## src/rtl/arb_pkg.sv

```systemverilog
// Shared types and constants for the 2:1 bus arbiter.
// Holds the FSM state encoding, the requester-side type used for the
// round-robin pointer and the idle arbitration helper.
package arb_pkg;

  // Arbiter FSM states. Values are fixed so debug taps can decode them.
  typedef enum logic [1:0] {
    IDLE  = 2'd0,
    GNT_X = 2'd1,
    GNT_Y = 2'd2
  } arb_state_t;

  // Which requester was granted most recently (round-robin pointer).
  typedef enum logic {
    SIDE_Y = 1'b0,
    SIDE_X = 1'b1
  } side_t;

  localparam int BUS_W = 16;

  // Decision taken from IDLE: a lone requester wins outright, a tie goes to
  // the side that was not served last, and no request keeps the bus idle.
  function automatic arb_state_t pick_idle(input logic  rx,
                                           input logic  ry,
                                           input side_t last);
    arb_state_t nxt;
    nxt = IDLE;
    if (rx && ry) begin
      nxt = (last == SIDE_X) ? GNT_Y : GNT_X;
    end else if (rx) begin
      nxt = GNT_X;
    end else if (ry) begin
      nxt = GNT_Y;
    end
    return nxt;
  endfunction

endpackage : arb_pkg

```

## src/rtl/bus_arbiter_2to1_mux.sv

```systemverilog
// 2:1 datapath mux feeding the shared bus.
// s = 1 selects x, s = 0 selects y. Purely combinational.
module bus_arbiter_2to1_mux
  import arb_pkg::*;
#(
  parameter int WIDTH = BUS_W
) (
  input  logic             s,
  input  logic [WIDTH-1:0] x,
  input  logic [WIDTH-1:0] y,
  output logic [WIDTH-1:0] m
);

  // Select the granted requester's payload.
  assign m = s ? x : y;

endmodule : bus_arbiter_2to1_mux

```

## src/rtl/bus_arbiter_2to1.sv

```systemverilog
// Round-robin arbiter sharing one bus between requesters X and Y.
//
// Optional feature, compile macro ARB_HOLD_TIMEOUT_EN:
//   defined   - an owner is forced off the bus after MAX_HOLD grant cycles
//               when the other side is waiting.
//   undefined - no hold counter; an owner keeps the bus until it drops its
//               request.
//
// Handshake: a requester raises req_* and holds it (with stable data) for the
// whole transfer. A request sampled at edge N yields grant_* after edge N+1's
// predecessor, i.e. the grant is visible from the very next clock edge, and
// the grant lasts as long as the request stays high (subject to the timeout).
// bus_valid qualifies bus; bus carries the data of the granted side.
module bus_arbiter_2to1
  import arb_pkg::*;
#(
  parameter int WIDTH    = BUS_W,
  parameter int MAX_HOLD = 8
) (
  input  logic             clk,
  input  logic             rst,
  input  logic             req_x,
  input  logic             req_y,
  input  logic [WIDTH-1:0] x_data,
  input  logic [WIDTH-1:0] y_data,
  output logic             grant_x,
  output logic             grant_y,
  output logic             sel,
  output logic [WIDTH-1:0] bus,
  output logic             bus_valid,
  output logic [1:0]       dbg_state
);

  // MAX_HOLD must allow at least one grant cycle.
  if (MAX_HOLD < 1) begin : g_bad_max_hold
    $error("bus_arbiter_2to1: MAX_HOLD must be >= 1");
  end

  arb_state_t state;
  arb_state_t state_next;
  side_t      last_served;
  logic       entering;
  logic       hold_expired;

`ifdef ARB_HOLD_TIMEOUT_EN
  localparam int CNT_W = $clog2(MAX_HOLD + 1);
  localparam logic [CNT_W-1:0] HOLD_LAST = CNT_W'(MAX_HOLD - 1);
  localparam logic [CNT_W-1:0] HOLD_MAX  = CNT_W'(MAX_HOLD);

  logic [CNT_W-1:0] hold_cnt;

  // The counter saturates at MAX_HOLD when nobody is waiting, so the limit is
  // treated as reached from MAX_HOLD-1 upward; a late competing request still
  // forces the hand-over instead of being starved.
  assign hold_expired = (hold_cnt >= HOLD_LAST);

  // Count consecutive cycles of the current grant; restart on each new grant.
  always_ff @(posedge clk) begin
    if (rst) begin
      hold_cnt <= '0;
    end else if (entering) begin
      hold_cnt <= '0;
    end else if ((state != IDLE) && (hold_cnt != HOLD_MAX)) begin
      hold_cnt <= hold_cnt + 1'b1;
    end
  end
`else
  // Without the timeout an owner is never forced off the bus.
  assign hold_expired = 1'b0;
`endif

  // Next-state decision: idle arbitration, hold while requested, hand over
  // directly to a waiting requester without an idle bubble.
  always_comb begin
    state_next = state;
    case (state)
      IDLE: begin
        state_next = pick_idle(req_x, req_y, last_served);
      end
      GNT_X: begin
        if (!req_x) begin
          state_next = req_y ? GNT_Y : IDLE;
        end else if (req_y && hold_expired) begin
          state_next = GNT_Y;
        end
      end
      GNT_Y: begin
        if (!req_y) begin
          state_next = req_x ? GNT_X : IDLE;
        end else if (req_x && hold_expired) begin
          state_next = GNT_X;
        end
      end
      default: begin
        state_next = IDLE;
      end
    endcase
  end

  // A new grant starts whenever the next state is a grant state different
  // from the current one.
  assign entering = (state_next != state) && (state_next != IDLE);

  // State register plus the select and round-robin pointer, both of which
  // change only when a new grant begins; sel holds its value through IDLE.
  always_ff @(posedge clk) begin
    if (rst) begin
      state       <= IDLE;
      sel         <= 1'b0;
      last_served <= SIDE_Y;
    end else begin
      state <= state_next;
      if (entering) begin
        sel         <= (state_next == GNT_X);
        last_served <= (state_next == GNT_X) ? SIDE_X : SIDE_Y;
      end
    end
  end

  // Grants decode straight from the state register, so they are glitch-free
  // and mutually exclusive by construction.
  assign grant_x   = (state == GNT_X);
  assign grant_y   = (state == GNT_Y);
  assign bus_valid = grant_x | grant_y;
  assign dbg_state = state;

  bus_arbiter_2to1_mux #(
    .WIDTH (WIDTH)
  ) u_mux (
    .s (sel),
    .x (x_data),
    .y (y_data),
    .m (bus)
  );

endmodule : bus_arbiter_2to1

```

## config.mk

```make
export PLATFORM = sky130hd
export DESIGN_NAME = bus_arbiter_2to1
export DESIGN_NICKNAME = d
export VERILOG_FILES = /design/src/rtl/arb_pkg.sv /design/src/rtl/bus_arbiter_2to1_mux.sv /design/src/rtl/bus_arbiter_2to1.sv
export SDC_FILE = /design/constraint.sdc
export NUM_CORES = 1
export LEC_CHECK = 0
export CAP_MARGIN = 25
export CORE_UTILIZATION = 25
export DETAILED_ROUTE_END_ITERATION = 8
export GPL_ROUTABILITY_DRIVEN = 0
export PLACE_DENSITY = 0.81
export SKIP_LAST_GASP = 1
export SLEW_MARGIN = 20
export SYNTH_ARGS = -nofsm -noshare
export SYNTH_HDL_FRONTEND = slang
export SYNTH_SLANG_ARGS = --single-unit
```

## constraint.sdc

```tcl
create_clock -name clk -period 2.07 [get_ports clk]
set_input_delay 0.414 -clock clk [delete_from_list [all_inputs] [get_ports clk]]
set_output_delay 0.414 -clock clk [all_outputs]
set_load 0.02 [all_outputs]
```

# ---- After elaboration in Yosys (flattened, before gate mapping)
# Cells that the tools add are included.
dict set report totals {
  inputBits 36
  ff_bits 4
}
dict set report op_classes {
  reduce_logical 4
  bitwise 1
  eq_ne 4
  n_mux 10
}
# operator count
set op_table {}
lappend op_table {{16-bit two-way mux} 1}
lappend op_table {{2-bit two-way mux} 6}
lappend op_table {{2-bit one-hot mux with 3 select lines} 1}
lappend op_table {{2-bit by 1-bit == test with 1-bit output (second input constant)} 2}
lappend op_table {{2-bit == test (second input constant)} 1}
lappend op_table {{1-bit logical AND} 2}
lappend op_table {{2-bit zero test} 1}
lappend op_table {{1-bit two-way mux} 2}
lappend op_table {{2-bit != test} 1}
lappend op_table {{2-bit nonzero test} 1}
lappend op_table {{1-bit bitwise OR} 1}

# ---- Longest topological paths before layout
dict set report logic_depth {
  ltp_word 6
  mapped_depth 7
}

# ---- By module
# Synthesis repeated with hierarchy kept, for this count alone.
dict set report unflattened {
  hier_cells 47
  area_unflattened_um2 491.7
}
# mod seq_area_each_um2 n_inst cells_each area_per_inst_um2
set by_module_without_submodules {}
lappend by_module_without_submodules {bus_arbiter_2to1_mux 0.0 1 18 249.0}
lappend by_module_without_submodules {bus_arbiter_2to1 60.1 1 29 242.7}

# ---- Least setup slack after synthesis
# Ideal clock, no wire load.
dict set report synth_timing {
  kind {flip-flop to flip-flop}
  startpoint {register state[0] (netlist: dbg_state[0])}
  endpoint {register sel}
  arrival_time_ns 1.901
  period_less_slack_ns 1.975
  path_buffers 0
  path_slack_ns 0.095
  t_required_ns 1.996
  path_stages_with_launch 8
  path_cell_list {dfxtp_1 inv_1 ha_1 o21ba_4 o21ai_2 a21o_1 mux2_4 a31oi_1}
}
dict set report synth_between {
  elab_chain_len 4
  elab_cells_between_ends 10
}
# element line
set synth_rtl {}
lappend synth_rtl {{start: declaration} bus_arbiter_2to1.sv:39} ;# arb_state_t state;
lappend synth_rtl {{start signal: assignment} bus_arbiter_2to1.sv:112} ;# state <= state_next;
lappend synth_rtl {{2-bit == test (*)} n/a}
lappend synth_rtl {{via grant_y} bus_arbiter_2to1.sv:27} ;# output logic grant_y,
lappend synth_rtl {{2-bit one-hot mux with 3 select lines (*)} bus_arbiter_2to1.sv:76} ;# case (state)
lappend synth_rtl {{2-bit != test or 2-bit nonzero test (tied branches)} bus_arbiter_2to1.sv:102} ;# assign entering = (state_next != state) && (state_next != IDLE);
lappend synth_rtl {{1-bit logical AND} bus_arbiter_2to1.sv:102}
lappend synth_rtl {{end signal: assignment} bus_arbiter_2to1.sv:114} ;# sel <= (state_next == GNT_X);
lappend synth_rtl {{end: declaration} bus_arbiter_2to1.sv:28} ;# output logic sel,
# The timed path passes the listed nets; every way through them passes the cells marked *.
# A chain may end at the register's enable or synchronous reset.

# ---- Final worst setup path
dict set report layout_timing {
  startpoint {register state[0] (netlist: dbg_state[0])}
  endpoint {output bus_valid}
}
dict set report layout_between {
  elab_chain_len 2
  elab_cells_between_ends 3
}
# element line
set layout_rtl {}
lappend layout_rtl {{2-bit by 1-bit == test with 1-bit output or 2-bit == test (tied branches)} {bus_arbiter_2to1.sv:122, bus_arbiter_2to1.sv:123}}
lappend layout_rtl {{1-bit bitwise OR (*)} bus_arbiter_2to1.sv:124} ;# assign bus_valid = grant_x | grant_y;
lappend layout_rtl {{end: declaration} bus_arbiter_2to1.sv:30} ;# output logic bus_valid,
# Mark *: on every way between the ends. The rest lies on a longest branch, timed or not.

==> results by group <==
Cells and area
  • Design area: 1120 um^2
  • Final net count: 150
  • Final std cells w/o fill: between 100 and 150
  • Antenna cells: 0
  • Fillers: ~150
  • Share of cells above drive strength 1: a little under a quarter
  • Area growth from synthesis to layout: 145%

Min path
  • Hold Path Class: flop to flop
  • Hold_sp: sel
  • Hold Crit Depth: 3
  • Worst Hold Path EP: sel

GRT
  • Initial antenna violation count: 0
  • Total gr overflow: 0
  • Vias in the first global route: just over 600
  • Gr usage total: 16.9%
  • Met2 GRT Util: a little under a third
  • Grt met3 use: under 10%
  • First-pass GRT wire length: 2430 um
  • Most Crowded Layer GR: met2
  • Largest net degree at the start of global routing: 23
  • Met1 global-route usage: 16.8%

Yosys
  • Distinct cells, synth: 18
  • XOR/XNOR share of the synthesized area: 0%
  • Largest family of logic cells by synthesized area: multiplexers
  • Ranking of synthesized cells by area: mux2_2, dfxtp_1, ha_1
  • Cell area after synthesis: approximately 460 um^2
  • Seq cells post-synth: 3
  • Adder-Cell Fraction of Synth Area: between 10% and 20%
  • Syn Nets: 87
  • Yosys warns: 0
  • Synth Area in Simple Gates: 8.77%
  • Complex-gate fraction of the synthesized area: 17.8%
  • Leading area contributor after synthesis: mux2_2
  • Syn Inst Count: 47
  • Syn Area/Cell: 9.72 um^2
  • Post-synthesis mux area share: approximately 43%
  • Share of the synthesized area in the top cell type: 39.5%
  • Sequential-to-total area share from yosys stat: about an eighth

STA
  • Final worst path period share: between 90% and 100%
  • Fin Hold WS: ~0.66 ns
  • TNS Setup: 0 ns
  • RSZ-0062 raised after global routing: no
  • Final setup vio count: 0
  • Worst slew pin tran: about 0.23 ns
  • Max Clk Rate: 0.508 GHz
  • Clock Skew: 0.00493 ns
  • Pins over their slew limit: 0
  • Min Tclk post-route: 1.97 ns
  • Worst relative slew slack: between 80% and 90%
  • Final hold vios: 0

Critical path
  • Slowest CP cell: clkdlybuf4s50_1
  • Crit path capture type: output port
  • Crit path largest cell delay: 0.60 ns
  • CP Max Fanout: 4
  • Crit path cell chain: inv_1 > ha_1 > clkdlybuf4s50_1
  • WS Path Type: flop to output port
  • Crit path DAT: roughly 1.6 ns
  • Data required, critical path: approximately 1.7 ns
  • Worst R2R End: sel
  • Critical path startpoint category: flop
  • Delay-heaviest family, CP: buffers and inverters
  • Reg2Reg Setup Slack: ~0.30 ns
  • Buf/Inv on CP: 2
  • R2R depth: 7
  • R2r startpoint: dbg_state[0]

Place
  • Placed cell areas: about 1100 um^2
  • Hpwl dp: 1280 um
  • PortBufs: 57
  • Inst Count DP: between 100 and 150

Detailed routing
  • DRC: 0
  • Iteration-0 DRC Markers: 1
  • Post-Route WL: roughly 1600 um
  • Mean number of vias per cell: between 4 and 5
  • Vias: between 600 and 700
  • Final ANT Viol Nets: 0
  • TritonRoute pass-1 iters: 4
  • Wire length per cell: roughly 12 um

Power
  • Leak Pwr: approximately 0.53 nW
  • Power Total: 537 uW
  • Peak supply drop: 0.279 mV
  • PD cells: just under 500 nW/um^2

Clock network
  • Post-CTS setup buffer count: 0
  • H-tree depth: 1
  • Clock slew at reported path FFs: roughly 0.040 ns
  • Clock Path Buffers: 2
  • Clock sink total: 3
  • TritonCTS buffer count: 3
  • Post-CTS Resized: 5
  • Hold buffers post-CTS: 0
  • Clk root buf: clkbuf_4
  • CTS tree: built
  • Later-pin clock latency in the skew report: around 0.24 ns

Floorplan
  • Chip Width: between 40 and 50 um
  • Die ar.: around 2000 um^2
  • Starting Density: about a quarter
  • Num ports: 58
  • Rows: 15
  • Core Region: about 1700 um^2
  • Chip Height: ~45 um

Flow run
  • Max cap viols: 0

Run status
  • Status: completed
final cells by class:
class | count | area (um^2) | area share (%)
clock buffers | 4 | 26.3 | 2.35
inverters | 2 | 7.51 | 0.671
multi-input cells | 40 | 367 | 32.8
flip-flops and latches | 3 | 60.1 | 5.37
well taps | 25 | 31.3 | 2.80
repair buffers | 60 | 627 | 56.0
cell usage in the layout (no fill, tap or decap), drive strengths merged, types with 3 or more instances in the layout:
cell           synthesis  final
dfxtp                  3      3
mux2                  17     17
clkdlybuf4s50          0     41
ha                     4      4
dlygate4sd2            0      5
nand2                  4      4
buf                    2      3
clkbuf                 0      4
dlymetal6s2s           0     11
a21o                   3      3
routing by layer:
| layer | wire length, um | up-vias |
|---|---|---|
| li1 | - | 295 |
| met1 | 593 | 277 |
| met2 | 861 | 44 |
| met3 | 159 | 4 |
| met4 | 29 | 0 |
| met5 | 0 | - |
cells by family (layout without fill, tap and decap cells):
family | after synthesis | count (layout)
buffers and inverters | 4 | 66
muxes | 17 | 17
AOI/OAI and AO/OA | 10 | 10
adders and majority gates | 4 | 4
and+or+nand+nor | 9 | 9
DFF | 3 | 3
metrics by stage:
stage | util [%] | worst slack [ns]
final | 64.8 | 0.102
after floorplan | - | 0.0945
after detailed placement | 62.0 | 0.0350
after CTS | 63.2 | 0.00249
after global placement | 62.0 | 0.0445
after global routing | 64.8 | 0.0538
flip-flops by register name (all words and copies together), names as in the netlist:
signal	count
dbg_state	2
sel	1
cells in the mapped netlist (all sizes together):
| cell | instances |
|---|---|
| a21o | 3 |
| o21ba | 1 |
| ha | 4 |
| o21ai | 2 |
| inv | 2 |
| o211ai | 1 |
| mux2 | 17 |
| a21oi | 1 |
| nand3 | 2 |
| a31oi | 1 |
| buf | 2 |
| nor2 | 2 |
| and2b | 1 |
| nand2 | 4 |
| dfxtp | 3 |
| a22o | 1 |
report_power, final:
part           switching, mW  internal, mW
clock network         0.0333        0.0724
registers            0.00438        0.0645
logic                  0.154         0.208
total                  0.192         0.345
worst min-delay path: cells and delay by family, from the launching register on:
kind                   cells  cell delay (ns)
DFF                        1             0.31
buffers and inverters      1             0.16
and+or+nand+nor            1             0.06
AOI/OAI and AO/OA          1             0.06
worst max-delay path by stage:
| stage | from | endpoint | cells past startpoint |
|---|---|---|---|
| floorplan | dbg_state[0] | sel | 7 |
| global placement | x_data[0] | bus[0] | 3 |
| detailed placement | y_data[2] | bus[2] | 3 |
| CTS | sel | bus[11] | 3 |
| global route | dbg_state[0] | bus_valid | 3 |
| finish | dbg_state[0] | bus_valid | 3 |
Note: power is estimated with default switching activity, not from simulation.
